[config.mk]
export PLATFORM = sky130hd
export DESIGN_NAME = pipe_ctrl_flat
export DESIGN_NICKNAME = d
export VERILOG_FILES = /design/src/rtl/pipe_ctrl_pkg.sv /design/src/rtl/pipe_ctrl_if.sv /design/src/rtl/pipe_ctrl_mem_wd.sv /design/src/rtl/pipe_ctrl.sv /design/src/flat_wrapper.sv
export SDC_FILE = /design/constraint.sdc
export NUM_CORES = 1
export LEC_CHECK = 0
export CAP_MARGIN = 25
export CORE_MARGIN = 5
export CORE_UTILIZATION = 43
export CTS_CLUSTER_SIZE = 10
export DETAILED_ROUTE_END_ITERATION = 12
export GPL_TIMING_DRIVEN = 0
export PLACE_DENSITY_LB_ADDON = 0.3
export SLEW_MARGIN = 20
export SYNTH_ARGS = -nofsm -noshare
export SYNTH_HDL_FRONTEND = slang
export SYNTH_HIERARCHICAL = 1
export SYNTH_SLANG_ARGS = --single-unit
[constraint.sdc]
create_clock -name clk_i -period 2.9 [get_ports clk_i]
set_input_delay 0.29 -clock clk_i [delete_from_list [all_inputs] [get_ports clk_i]]
set_output_delay 0.29 -clock clk_i [all_outputs]
set_load 0.005 [all_outputs]
[src/rtl/pipe_ctrl_pkg.sv]
// Shared definitions for the pipeline controller: stall encodings, the
// memory-watchdog state type and the load-use hazard predicate.
package pipe_ctrl_pkg;

  // One bit per stage register; STOP holds that stage.
  localparam logic STOP   = 1'b1;
  localparam logic NOSTOP = 1'b0;

  localparam logic [5:0] STALL_NONE     = 6'b000000;
  localparam logic [5:0] STALL_LOAD_USE = 6'b000111;  // bubble into ID/EXE
  localparam logic [5:0] STALL_EXE      = 6'b001111;  // ID/EXE holds too
  localparam logic [5:0] STALL_MEM      = 6'b011111;  // EXE/MEM holds too

  localparam logic [4:0] ZERO_REG = 5'd0;

  typedef enum logic [1:0] {
    MEM_IDLE,
    MEM_WAIT,
    MEM_ABORT
  } mem_state_e;

  // A load in EXE whose destination is read by the instruction in ID.
  // x0 is never a real dependency.
  function automatic logic load_use_hazard(input logic       is_load,
                                           input logic [4:0] rd,
                                           input logic [4:0] rs1,
                                           input logic       rs1_re,
                                           input logic [4:0] rs2,
                                           input logic       rs2_re);
    return is_load && (rd != ZERO_REG) &&
           ((rs1_re && (rs1 == rd)) || (rs2_re && (rs2 == rd)));
  endfunction

endpackage

[src/rtl/pipe_ctrl_if.sv]
// Control bundle between the pipeline stages and pipe_ctrl.
//   master : pipeline side (drives hazard/divide/memory/jump status)
//   slave  : pipe_ctrl side (drives stall vector, flush, redirect, counters)
interface pipe_ctrl_if #(
  parameter int CNT_WIDTH = 32
);
  logic [4:0]           id_rs1_i;
  logic [4:0]           id_rs2_i;
  logic                 id_rs1_re_i;
  logic                 id_rs2_re_i;
  logic                 ex_is_load_i;
  logic [4:0]           ex_rd_i;
  logic                 ex_div_start_i;
  logic                 div_ready_i;
  logic                 mem_req_i;
  logic                 mem_ack_i;
  logic                 jump_i;
  logic [31:0]          jump_addr_i;
  logic [5:0]           stall_o;
  logic                 flush_jump_o;
  logic [31:0]          jump_addr_o;
  logic                 bus_err_o;
  logic [CNT_WIDTH-1:0] stall_cnt_o;
  logic [CNT_WIDTH-1:0] flush_cnt_o;

  modport master (
    output id_rs1_i, id_rs2_i, id_rs1_re_i, id_rs2_re_i,
           ex_is_load_i, ex_rd_i, ex_div_start_i, div_ready_i,
           mem_req_i, mem_ack_i, jump_i, jump_addr_i,
    input  stall_o, flush_jump_o, jump_addr_o, bus_err_o,
           stall_cnt_o, flush_cnt_o
  );

  modport slave (
    input  id_rs1_i, id_rs2_i, id_rs1_re_i, id_rs2_re_i,
           ex_is_load_i, ex_rd_i, ex_div_start_i, div_ready_i,
           mem_req_i, mem_ack_i, jump_i, jump_addr_i,
    output stall_o, flush_jump_o, jump_addr_o, bus_err_o,
           stall_cnt_o, flush_cnt_o
  );
endinterface

[src/rtl/pipe_ctrl_mem_wd.sv]
// Memory-wait sequencer with watchdog.
//   clk_i, rst_i   : clock, synchronous active-high reset
//   mem_req_i      : MEM stage has an outstanding bus access
//   mem_ack_i      : bus acknowledges this cycle
//   mem_stall_o    : hold the pipeline up to and including EXE/MEM
//   bus_err_o      : one-cycle pulse when the access is abandoned
// A request stalls for at most MEM_TIMEOUT-1 cycles; the next cycle is the
// abort cycle, which releases the stall and flags the error.
module pipe_ctrl_mem_wd
  import pipe_ctrl_pkg::*;
#(
  parameter int MEM_TIMEOUT = 16
) (
  input  logic clk_i,
  input  logic rst_i,
  input  logic mem_req_i,
  input  logic mem_ack_i,
  output logic mem_stall_o,
  output logic bus_err_o
);

  localparam int WCNT_W = $clog2(MEM_TIMEOUT) + 1;
  localparam logic [WCNT_W-1:0] WCNT_ONE  = WCNT_W'(1);
  localparam logic [WCNT_W-1:0] WCNT_LAST = WCNT_W'(MEM_TIMEOUT - 1);

  mem_state_e        state_q, state_d;
  logic [WCNT_W-1:0] wcnt_q, wcnt_d;

  always_ff @(posedge clk_i) begin
    // NOTE: registers take non-blocking assignments so every flop samples
    // the pre-edge values regardless of process ordering.
    if (rst_i) begin
      state_q <= MEM_IDLE;
      wcnt_q  <= '0;
    end else begin
      state_q <= state_d;
      wcnt_q  <= wcnt_d;
    end
  end

  always_comb begin
    // NOTE: every output of this block gets a default first, so no path
    // through the case leaves a signal unassigned and no latch is inferred.
    state_d     = state_q;
    wcnt_d      = wcnt_q;
    mem_stall_o = 1'b0;
    bus_err_o   = 1'b0;
    unique case (state_q)
      MEM_IDLE: begin
        // The first wait cycle stalls straight from the inputs, so a
        // zero-wait ack never stalls.
        if (mem_req_i && !mem_ack_i) begin
          mem_stall_o = 1'b1;
          wcnt_d      = WCNT_ONE;
          state_d     = (WCNT_ONE == WCNT_LAST) ? MEM_ABORT : MEM_WAIT;
        end
      end
      MEM_WAIT: begin
        if (mem_ack_i) begin
          state_d = MEM_IDLE;
          wcnt_d  = '0;
        end else begin
          mem_stall_o = 1'b1;
          wcnt_d      = wcnt_q + WCNT_ONE;
          if (wcnt_q + WCNT_ONE == WCNT_LAST) state_d = MEM_ABORT;
        end
      end
      MEM_ABORT: begin
        bus_err_o = 1'b1;
        wcnt_d    = '0;
        state_d   = MEM_IDLE;
      end
      default: state_d = MEM_IDLE;
    endcase
  end

endmodule

[src/rtl/pipe_ctrl.sv]
// Central pipeline controller for the 5-stage core.
//   clk_i, rst_i : clock, synchronous active-high reset
//   bus (slave)  : hazard/divide/memory/jump status in; stall vector,
//                  jump flush, PC redirect, bus error and performance
//                  counters out
// Stall priority: memory wait, then divide, then load-use. A jump flushes
// whenever EXE is not held (stall bit 3 clear).
module pipe_ctrl
  import pipe_ctrl_pkg::*;
#(
  parameter int MEM_TIMEOUT = 16,
  parameter int CNT_WIDTH   = 32
) (
  input  logic        clk_i,
  input  logic        rst_i,
  pipe_ctrl_if.slave  bus
);

  logic                 mem_stall;
  logic                 mem_bus_err;
  logic                 hazard;
  logic                 div_stall;
  logic                 div_busy_q;
  logic [5:0]           stall;
  logic                 flush;
  logic [CNT_WIDTH-1:0] stall_cnt_q;
  logic [CNT_WIDTH-1:0] flush_cnt_q;

  pipe_ctrl_mem_wd #(
    .MEM_TIMEOUT (MEM_TIMEOUT)
  ) u_mem_wd (
    .clk_i       (clk_i),
    .rst_i       (rst_i),
    .mem_req_i   (bus.mem_req_i),
    .mem_ack_i   (bus.mem_ack_i),
    .mem_stall_o (mem_stall),
    .bus_err_o   (mem_bus_err)
  );

  assign hazard = load_use_hazard(bus.ex_is_load_i, bus.ex_rd_i,
                                  bus.id_rs1_i, bus.id_rs1_re_i,
                                  bus.id_rs2_i, bus.id_rs2_re_i);

  // div_busy covers cycles where EXE no longer presents the start flag but
  // the divider has not delivered; the ready cycle itself never stalls.
  assign div_stall = (bus.ex_div_start_i || div_busy_q) && !bus.div_ready_i;

  always_ff @(posedge clk_i) begin
    if (rst_i)                  div_busy_q <= 1'b0;
    else if (bus.div_ready_i)   div_busy_q <= 1'b0;
    else if (bus.ex_div_start_i) div_busy_q <= 1'b1;
  end

  // Outputs are forced quiet while reset is held so the rest of the core
  // sees the reset values in the reset cycle itself. A jump beats a
  // load-use hazard: the jump squashes the dependent instruction anyway.
  always_comb begin
    stall = STALL_NONE;
    if (!rst_i) begin
      if (mem_stall)                  stall = STALL_MEM;
      else if (div_stall)             stall = STALL_EXE;
      else if (hazard && !bus.jump_i) stall = STALL_LOAD_USE;
    end
  end

  assign flush = !rst_i && bus.jump_i && (stall[3] == NOSTOP);

  always_ff @(posedge clk_i) begin
    if (rst_i) begin
      stall_cnt_q <= '0;
      flush_cnt_q <= '0;
    end else begin
      if (stall[0] == STOP) stall_cnt_q <= stall_cnt_q + CNT_WIDTH'(1);
      if (flush)            flush_cnt_q <= flush_cnt_q + CNT_WIDTH'(1);
    end
  end

  assign bus.stall_o      = stall;
  assign bus.flush_jump_o = flush;
  assign bus.jump_addr_o  = flush ? bus.jump_addr_i : 32'd0;
  assign bus.bus_err_o    = mem_bus_err && !rst_i;
  assign bus.stall_cnt_o  = stall_cnt_q;
  assign bus.flush_cnt_o  = flush_cnt_q;

endmodule

[src/flat_wrapper.sv]
// flat-port wrapper written by rule: the top's interface ports become plain ports
module pipe_ctrl_flat import pipe_ctrl_pkg::*;
#(
  parameter int MEM_TIMEOUT = 16,
  parameter int CNT_WIDTH   = 32
)
  (clk_i, rst_i, bus_id_rs1_i, bus_id_rs2_i, bus_id_rs1_re_i, bus_id_rs2_re_i, bus_ex_is_load_i, bus_ex_rd_i, bus_ex_div_start_i, bus_div_ready_i, bus_mem_req_i, bus_mem_ack_i, bus_jump_i, bus_jump_addr_i, bus_stall_o, bus_flush_jump_o, bus_jump_addr_o, bus_bus_err_o, bus_stall_cnt_o, bus_flush_cnt_o);
  pipe_ctrl_if #(.CNT_WIDTH(CNT_WIDTH)) bus_i ();
  input  logic clk_i;
  input  logic rst_i;
  input wire logic [$bits(bus_i.id_rs1_i)-1:0] bus_id_rs1_i;
  input wire logic [$bits(bus_i.id_rs2_i)-1:0] bus_id_rs2_i;
  input wire logic [$bits(bus_i.id_rs1_re_i)-1:0] bus_id_rs1_re_i;
  input wire logic [$bits(bus_i.id_rs2_re_i)-1:0] bus_id_rs2_re_i;
  input wire logic [$bits(bus_i.ex_is_load_i)-1:0] bus_ex_is_load_i;
  input wire logic [$bits(bus_i.ex_rd_i)-1:0] bus_ex_rd_i;
  input wire logic [$bits(bus_i.ex_div_start_i)-1:0] bus_ex_div_start_i;
  input wire logic [$bits(bus_i.div_ready_i)-1:0] bus_div_ready_i;
  input wire logic [$bits(bus_i.mem_req_i)-1:0] bus_mem_req_i;
  input wire logic [$bits(bus_i.mem_ack_i)-1:0] bus_mem_ack_i;
  input wire logic [$bits(bus_i.jump_i)-1:0] bus_jump_i;
  input wire logic [$bits(bus_i.jump_addr_i)-1:0] bus_jump_addr_i;
  output wire logic [$bits(bus_i.stall_o)-1:0] bus_stall_o;
  output wire logic [$bits(bus_i.flush_jump_o)-1:0] bus_flush_jump_o;
  output wire logic [$bits(bus_i.jump_addr_o)-1:0] bus_jump_addr_o;
  output wire logic [$bits(bus_i.bus_err_o)-1:0] bus_bus_err_o;
  output wire logic [$bits(bus_i.stall_cnt_o)-1:0] bus_stall_cnt_o;
  output wire logic [$bits(bus_i.flush_cnt_o)-1:0] bus_flush_cnt_o;
  assign bus_i.id_rs1_i = bus_id_rs1_i;
  assign bus_i.id_rs2_i = bus_id_rs2_i;
  assign bus_i.id_rs1_re_i = bus_id_rs1_re_i;
  assign bus_i.id_rs2_re_i = bus_id_rs2_re_i;
  assign bus_i.ex_is_load_i = bus_ex_is_load_i;
  assign bus_i.ex_rd_i = bus_ex_rd_i;
  assign bus_i.ex_div_start_i = bus_ex_div_start_i;
  assign bus_i.div_ready_i = bus_div_ready_i;
  assign bus_i.mem_req_i = bus_mem_req_i;
  assign bus_i.mem_ack_i = bus_mem_ack_i;
  assign bus_i.jump_i = bus_jump_i;
  assign bus_i.jump_addr_i = bus_jump_addr_i;
  assign bus_stall_o = bus_i.stall_o;
  assign bus_flush_jump_o = bus_i.flush_jump_o;
  assign bus_jump_addr_o = bus_i.jump_addr_o;
  assign bus_bus_err_o = bus_i.bus_err_o;
  assign bus_stall_cnt_o = bus_i.stall_cnt_o;
  assign bus_flush_cnt_o = bus_i.flush_cnt_o;
  pipe_ctrl #(.MEM_TIMEOUT(MEM_TIMEOUT), .CNT_WIDTH(CNT_WIDTH)) u_core (.clk_i(clk_i), .rst_i(rst_i), .bus(bus_i));
endmodule
==> qor.yml, run 1 <==
io_pins: 161
cts_tree: "yes"
numCtsBuffers: 9
leakagePower_nw: 2.00
synth_top_area_cell: "dfxtp_1"
cp.required_ps: 2610
criticalPathCategory: "in2out"
synth_edf_count: 0
ys_warn_count: 6
diodes: 0
worst_setup_path_start_kind: "primary input"
hp-class: "in2reg"
yosysSeqAreaShare_pct: 36.9
cts.sinks: 72
max_freq_mhz: 359
yosys.area.top_type_share_pct: 36.9
syn_inst: 474
worstMarginPinSlew_ps: 864
synth.avg_cell_area_um2: 8.24
status: "finished clean"
placeableCoreArea_um2: 8810
mostFrequentLayoutCells: "clkdlybuf4s50_1, dfxtp_1, nor2_1, a21oi_1, and2_1"
antenna_found_initial: 0
ys.flop_type: "dfxtp_1"
dpl.hpwl_um: 9250
arrival_ps: 2500
dr_total_vias: 4145
viasPerCell: 5.48
die-width_um: 105
area_growth_pct: 50.2
htree_levels: 3
fin_nets: 710
p_per_area_nw_per_um2: 345
clk_transition_reported_paths_ps: 70
hold_slack_ps: 459
overflow: 0
ys_seq_elements: 72
die_h_um: 105
wl_um: 12000
ctsLongestPathBuffers: 2
grt_pass1_wl_um: 19400
die_area_um2: 11100
final_util_pct: 66.6
ant_nets: 0
slew_headroom_pct: 41.9
row_count: 34
grt_max_degree: 19
synthTopCellsByArea: "dfxtp_1, and2_1, a21oi_1"
cap_violations: 0
grt_usage_pct: 21.1
layout_commonest_cell: "clkdlybuf4s50_1"
dr.pass1.iters: 5
period_share_pct: 96.1
hold_violations: 0
initial_core_util_pct: 44.3
gp_congestion: 0.913
clk_latency_ps: 330
drc: 0
finalSetupViolations: 0
finClkSkew_ps: 9.67
root_buffer: "clkbuf_8"
grt_pass1_vias: 4118
ys_types: 48
wire_per_inst_um: 15.8
max-vdd-ir-drop_uv: 184
path_max_fanout: 3
slew_violations: 0
drive_gt1_share_pct: 7.24
period_needed_ps: 2790
port-buffer-count: 159
synthArstFlopShare_pct: 0
end_kind: "output port"
synthesis.area_um2: 3900
syn-num-nets: 539
drtIter0Drc: 177
synthesized netlist by cell type, drive strengths merged (3+ instances only):
| library cell | instances |
|---|---|
| nor2 | 42 |
| inv | 10 |
| and2 | 36 |
| nor2b | 5 |
| a21oi | 38 |
| and3 | 12 |
| nand2 | 33 |
| xor2 | 19 |
| nand4 | 19 |
| dfxtp | 72 |
| o21ai | 18 |
| buf | 10 |
| o31ai | 20 |
| nor3 | 6 |
| and4 | 5 |
| clkbuf | 17 |
| or3 | 15 |
| nand3 | 22 |
| or4 | 23 |
| xnor2 | 20 |
| nand2b | 3 |
| ha | 8 |
critical path, cell delays in order:
cell             delay [ps]
clkdlybuf4s50_1         550
xnor2_1                 160
nand4_1                 120
o22ai_1                 270
a41oi_4                 170
clkbuf_8                170
nor2_2                  150
buf_4                   130
clkdlybuf4s50_1         490
report_power, final:
| group | switching [mW] | leakage [nW] | internal (mW) |
|---|---|---|---|
| sequential | 0.0121 | 0.582 | 0.998 |
| clock | 0.359 | 0.0882 | 0.351 |
| combinational | 0.129 | 1.33 | 0.172 |
metrics by stage:
step	setup TNS (ps)	setup WS [ps]	instance area (um^2)	total power, mW	std cells
final	0	112	5860	2.02	757
after CTS	0	8.42	5850	2.04	757
after global routing	-2.76	-1.62	5860	2.10	757
after global placement	-6820	-545	5630	1.32	741
after detailed placement	-10240	-573	5630	1.32	741
after floorplan	0	598	3900	1.15	474
cell families after synthesis:
kind of cell / count (synthesis) / share of synthesized area, %
xor+xnor: 39 / 8.75
flops: 72 / 36.9
fa+ha+maj: 8 / 2.56
compound gates: 87 / 13.6
simple gates: 228 / 33.3
mux: 2 / 0.513
buf+inv: 37 / 4.33
other cells: 1 / 0.0961
cell type report:
class / count / area, um^2
tap: 108 / 135
timing repair buffer: 161 / 1610
clock buffer: 12 / 155
sequential: 72 / 1440
buffer: 26 / 155
fill: 754 / 2940
multi-input combinational: 365 / 2310
clock inverter: 3 / 17.5
inverter: 10 / 37.5
final timing paths:
kind	start	end	slack, ps	depth (start not counted)
worst min register to register	u_core/bus.stall_cnt_o[25]	u_core/bus.stall_cnt_o[25]	500	2
worst min-delay path	rst_i	u_core/u_mem_wd/wcnt_q[2]	460	2
worst max-delay path	bus_ex_rd_i[2]	bus_stall_o[1]	110	9
worst max register to register	u_core/u_mem_wd/state_q[1]	u_core/bus.stall_cnt_o[30]	230	12
registers in the layout (all words and copies together) (netlist names):
signal                   flops
u_core/u_mem_wd/state_q      2
u_core/bus.stall_cnt_o      32
u_core/bus.flush_cnt_o      32
u_core/u_mem_wd/wcnt_q       5
u_core/div_busy_q            1
metal layers:
metal  vias up  track usage [%]  part of all wire (%)
met5         -                0                     0
met1      1918             23.6                    40
met3         8             6.60                   9.3
met4         0             6.75                  0.94
met2       186             37.9                    50
li1       2033                -                     -
timing repair:
| item | 4_1_cts | 5_1_grt |
|---|---|---|
| gates resized for setup | 17 | 10 |
| pin swaps | 0 | 0 |
| buffers inserted | 2 | 0 |
| gates cloned | 0 | 0 |
| endpoints found under the setup margin | 37 | 30 |
| endpoints found under the hold margin | 0 | 0 |
| hold buffers | 0 | 0 |
Power figures use the tool's default switching activity.
==> inputs of run 2 (changes only) <==
--- a/config.mk
+++ b/config.mk
@@ -8,7 +8,7 @@
 export CAP_MARGIN = 25
 export CORE_MARGIN = 5
 export CORE_UTILIZATION = 43
-export CTS_CLUSTER_SIZE = 10
+export CTS_CLUSTER_SIZE = 24
 export DETAILED_ROUTE_END_ITERATION = 12
 export GPL_TIMING_DRIVEN = 0
 export PLACE_DENSITY_LB_ADDON = 0.3
==> results of run 2 <==
No change in the layout: final DEF, timing and power equal those of run 1.
==> inputs of run 3 (changes only) <==
--- a/config.mk
+++ b/config.mk
@@ -6,7 +6,7 @@
 export NUM_CORES = 1
 export LEC_CHECK = 0
 export CAP_MARGIN = 25
-export CORE_MARGIN = 5
+export CORE_MARGIN = 1.5
 export CORE_UTILIZATION = 43
 export CTS_CLUSTER_SIZE = 24
 export DETAILED_ROUTE_END_ITERATION = 12
==> run 3 against run 2 <==
  * Largest power group unchanged
  * Via count is 2.0% higher
  * Global-route usage is 1.8 points higher
  * Clock power is 38% higher
  * Sequential share of layout area is 0.53 points lower
  * Register-to-register slack worse by 60 ps
  * Clock skew is 0.90 ps higher
  * First-iteration DRC count is 13% higher
  * Total power is 14% higher
  * Flip-flop and latch count stayed put
  * Hold slack worse by 130 ps
==> qor.yml, run 3 (synthesized netlist as in run 1, its figures left out) <==
status: "finished clean"  # unchanged
dpl.hpwl_um: 8480  # was 9250 um
antenna_found_initial: 0  # unchanged
port-buffer-count: 159  # unchanged
drive_gt1_share_pct: 8.27  # was 7.24%
criticalPathCategory: "reg2out"  # was in2out
crit_end: "bus_stall_o[2]"  # was bus_stall_o[1]
post_dp_cell_area_um2: 5630  # unchanged
highest_layer: "met4"  # unchanged
wl_met1_um: 4760  # about the same
cts_tree: "yes"  # unchanged
hp-class: "in2reg"  # unchanged
diodes: 0  # unchanged
gp_congestion: 0.852  # was 0.913
die_area_um2: 9660  # was 11100 um^2
clk_transition_reported_paths_ps: 80  # was 70 ps
ctsLongestPathBuffers: 2  # unchanged
area_growth_pct: 53.5  # was 50.2%
slew_violations: 0  # unchanged
mostFrequentLayoutCells: "clkdlybuf4s50_1, dfxtp_1, nor2_1, a21oi_1, and2_1"  # unchanged
fin_area_um2: 5990  # was 5860 um^2
die_h_um: 98.3  # was 105 um
clk_latency_ps: 350  # was 330 ps
finClkSkew_ps: 10.6  # was 9.67 ps
reg2reg_to: "u_core/bus.stall_cnt_o[24]"  # was u_core/bus.stall_cnt_o[30]
period_share_pct: 96.2  # was 96.1%
postCtsHoldBufs: 0  # unchanged
worst_setup_path_start_kind: "flip-flop"  # was primary input
dr_total_vias: 4226  # was 4145
root_buffer: "clkbuf_8"  # unchanged
fin_nets: 713  # was 710
wl_met2_um: 5600  # was 5980 um
htree_levels: 3  # unchanged
leakagePower_nw: 2.06  # was 2.00 nW
wire_per_inst_um: 15.0  # was 15.8 um
drtIter0Drc: 200  # was 177
initial_core_util_pct: 44.5  # was 44.3%
fin_setup_tns_ps: 0  # unchanged
drc: 0  # unchanged
layout_commonest_cell: "clkdlybuf4s50_1"  # unchanged
rr_startpoint: "u_core/u_mem_wd/state_q[1]"  # unchanged
slew_headroom_pct: 44.1  # was 41.9%
grt_usage_pct: 22.9  # was 21.1%
placeableCoreArea_um2: 8760  # was 8810 um^2
cp.required_ps: 2610  # about the same
wl_um: 11400  # was 12000 um
reg2reg_depth: 12  # unchanged
max-vdd-ir-drop_uv: 218  # was 184 uV
grt_pass1_vias: 3984  # was 4118
worstMarginPinSlew_ps: 831  # was 864 ps
rrSetupSlack_ps: 170  # was 230 ps
row_count: 34  # unchanged
cap_violations: 0  # unchanged
grt_pass1_wl_um: 18200  # was 19400 um
period_needed_ps: 2790  # about the same
met3RoutedLength_um: 798  # was 1110 um
io_pins: 161  # unchanged
arrival_ps: 2500  # about the same
end_kind: "output port"  # unchanged
die-width_um: 98.3  # was 105 um
setup_slack_ps: 109  # was 112 ps
grt_max_degree: 19  # unchanged
finalSetupViolations: 0  # unchanged
ant_nets: 0  # unchanged
cts.sinks: 72  # unchanged
max_freq_mhz: 358  # was 359 MHz
power_mw: 2.30  # was 2.02 mW
dr.pass1.iters: 5  # unchanged
overflow: 0  # unchanged
p_per_area_nw_per_um2: 384  # was 345 nW/um^2
worstSetupStartpoint: "u_core/u_mem_wd/state_q[1]"  # was bus_ex_rd_i[2]
viasPerCell: 5.55  # was 5.48
hold_violations: 0  # unchanged
numCtsBuffers: 9  # unchanged
place_ws_ps: -506  # was -573 ps
path_max_fanout: 5  # was 3
[run 3: repair_timing]
action                                  4_1_cts  5_1_grt
pin swaps                                     0        1
buffers inserted                              2        3
resized for setup                            19       13
endpoints found under the hold margin         0        0
endpoints found under the setup margin       37       39
[run 3: how the worst min path moves through the flow]
stage,startpoint,endpoint,slack [ps],cells past startpoint
final,rst_i,u_core/u_mem_wd/wcnt_q[1],330,2
after global routing,rst_i,u_core/u_mem_wd/wcnt_q[3],360,2
after CTS,u_core/bus.stall_cnt_o[16],u_core/bus.stall_cnt_o[16],500,2
after detailed placement,u_core/bus.stall_cnt_o[16],u_core/bus.stall_cnt_o[16],480,2
after global placement,u_core/bus.stall_cnt_o[13],u_core/bus.stall_cnt_o[13],470,2
after floorplan,rst_i,u_core/u_mem_wd/wcnt_q[1],360,1
[run 3: metrics by stage]
step	hold WS, ps	cells	util [%]
floorplan	359	474	-
global placement	474	741	64.2
finish	327	761	68.4
global route	365	761	68.4
detailed placement	483	741	64.2
CTS	499	758	67.7
[run 3: layer usage]
metal | global-route usage, % | vias to the layer above
li1 | - | 2039
met3 | 5.44 | 26
met2 | 39.1 | 185
met4 | 10.5 | 0
met1 | 27.1 | 1976
met5 | 0 | -
[run 3: cell type report]
type / instances / area [um^2]
inverters: 10 / 37.5
repair buffers: 164 / 1630
flip-flops and latches: 72 / 1440
fillers: 708 / 2770
multi-input cells: 365 / 2340
plain buffers: 26 / 161
clock inverters: 7 / 120
well taps: 108 / 135
clock buffers: 9 / 124
[run 3: critical path, cell delays in order, from the launching register on]
cell and delay [ps]:
dfxtp_2 370, inv_1 120, ha_4 200, a21oi_1 120
nor2_1 80, inv_2 90, nand2_1 110, a41oi_4 250
clkbuf_8 180, nor2_2 40, buf_4 130, clkdlybuf4s50_1 440
[run 3: power breakdown]
part | internal, mW | switching, mW
logic | 0.179 | 0.131
registers | 0.997 | 0.0127
clock network | 0.573 | 0.405
total | 1.75 | 0.549
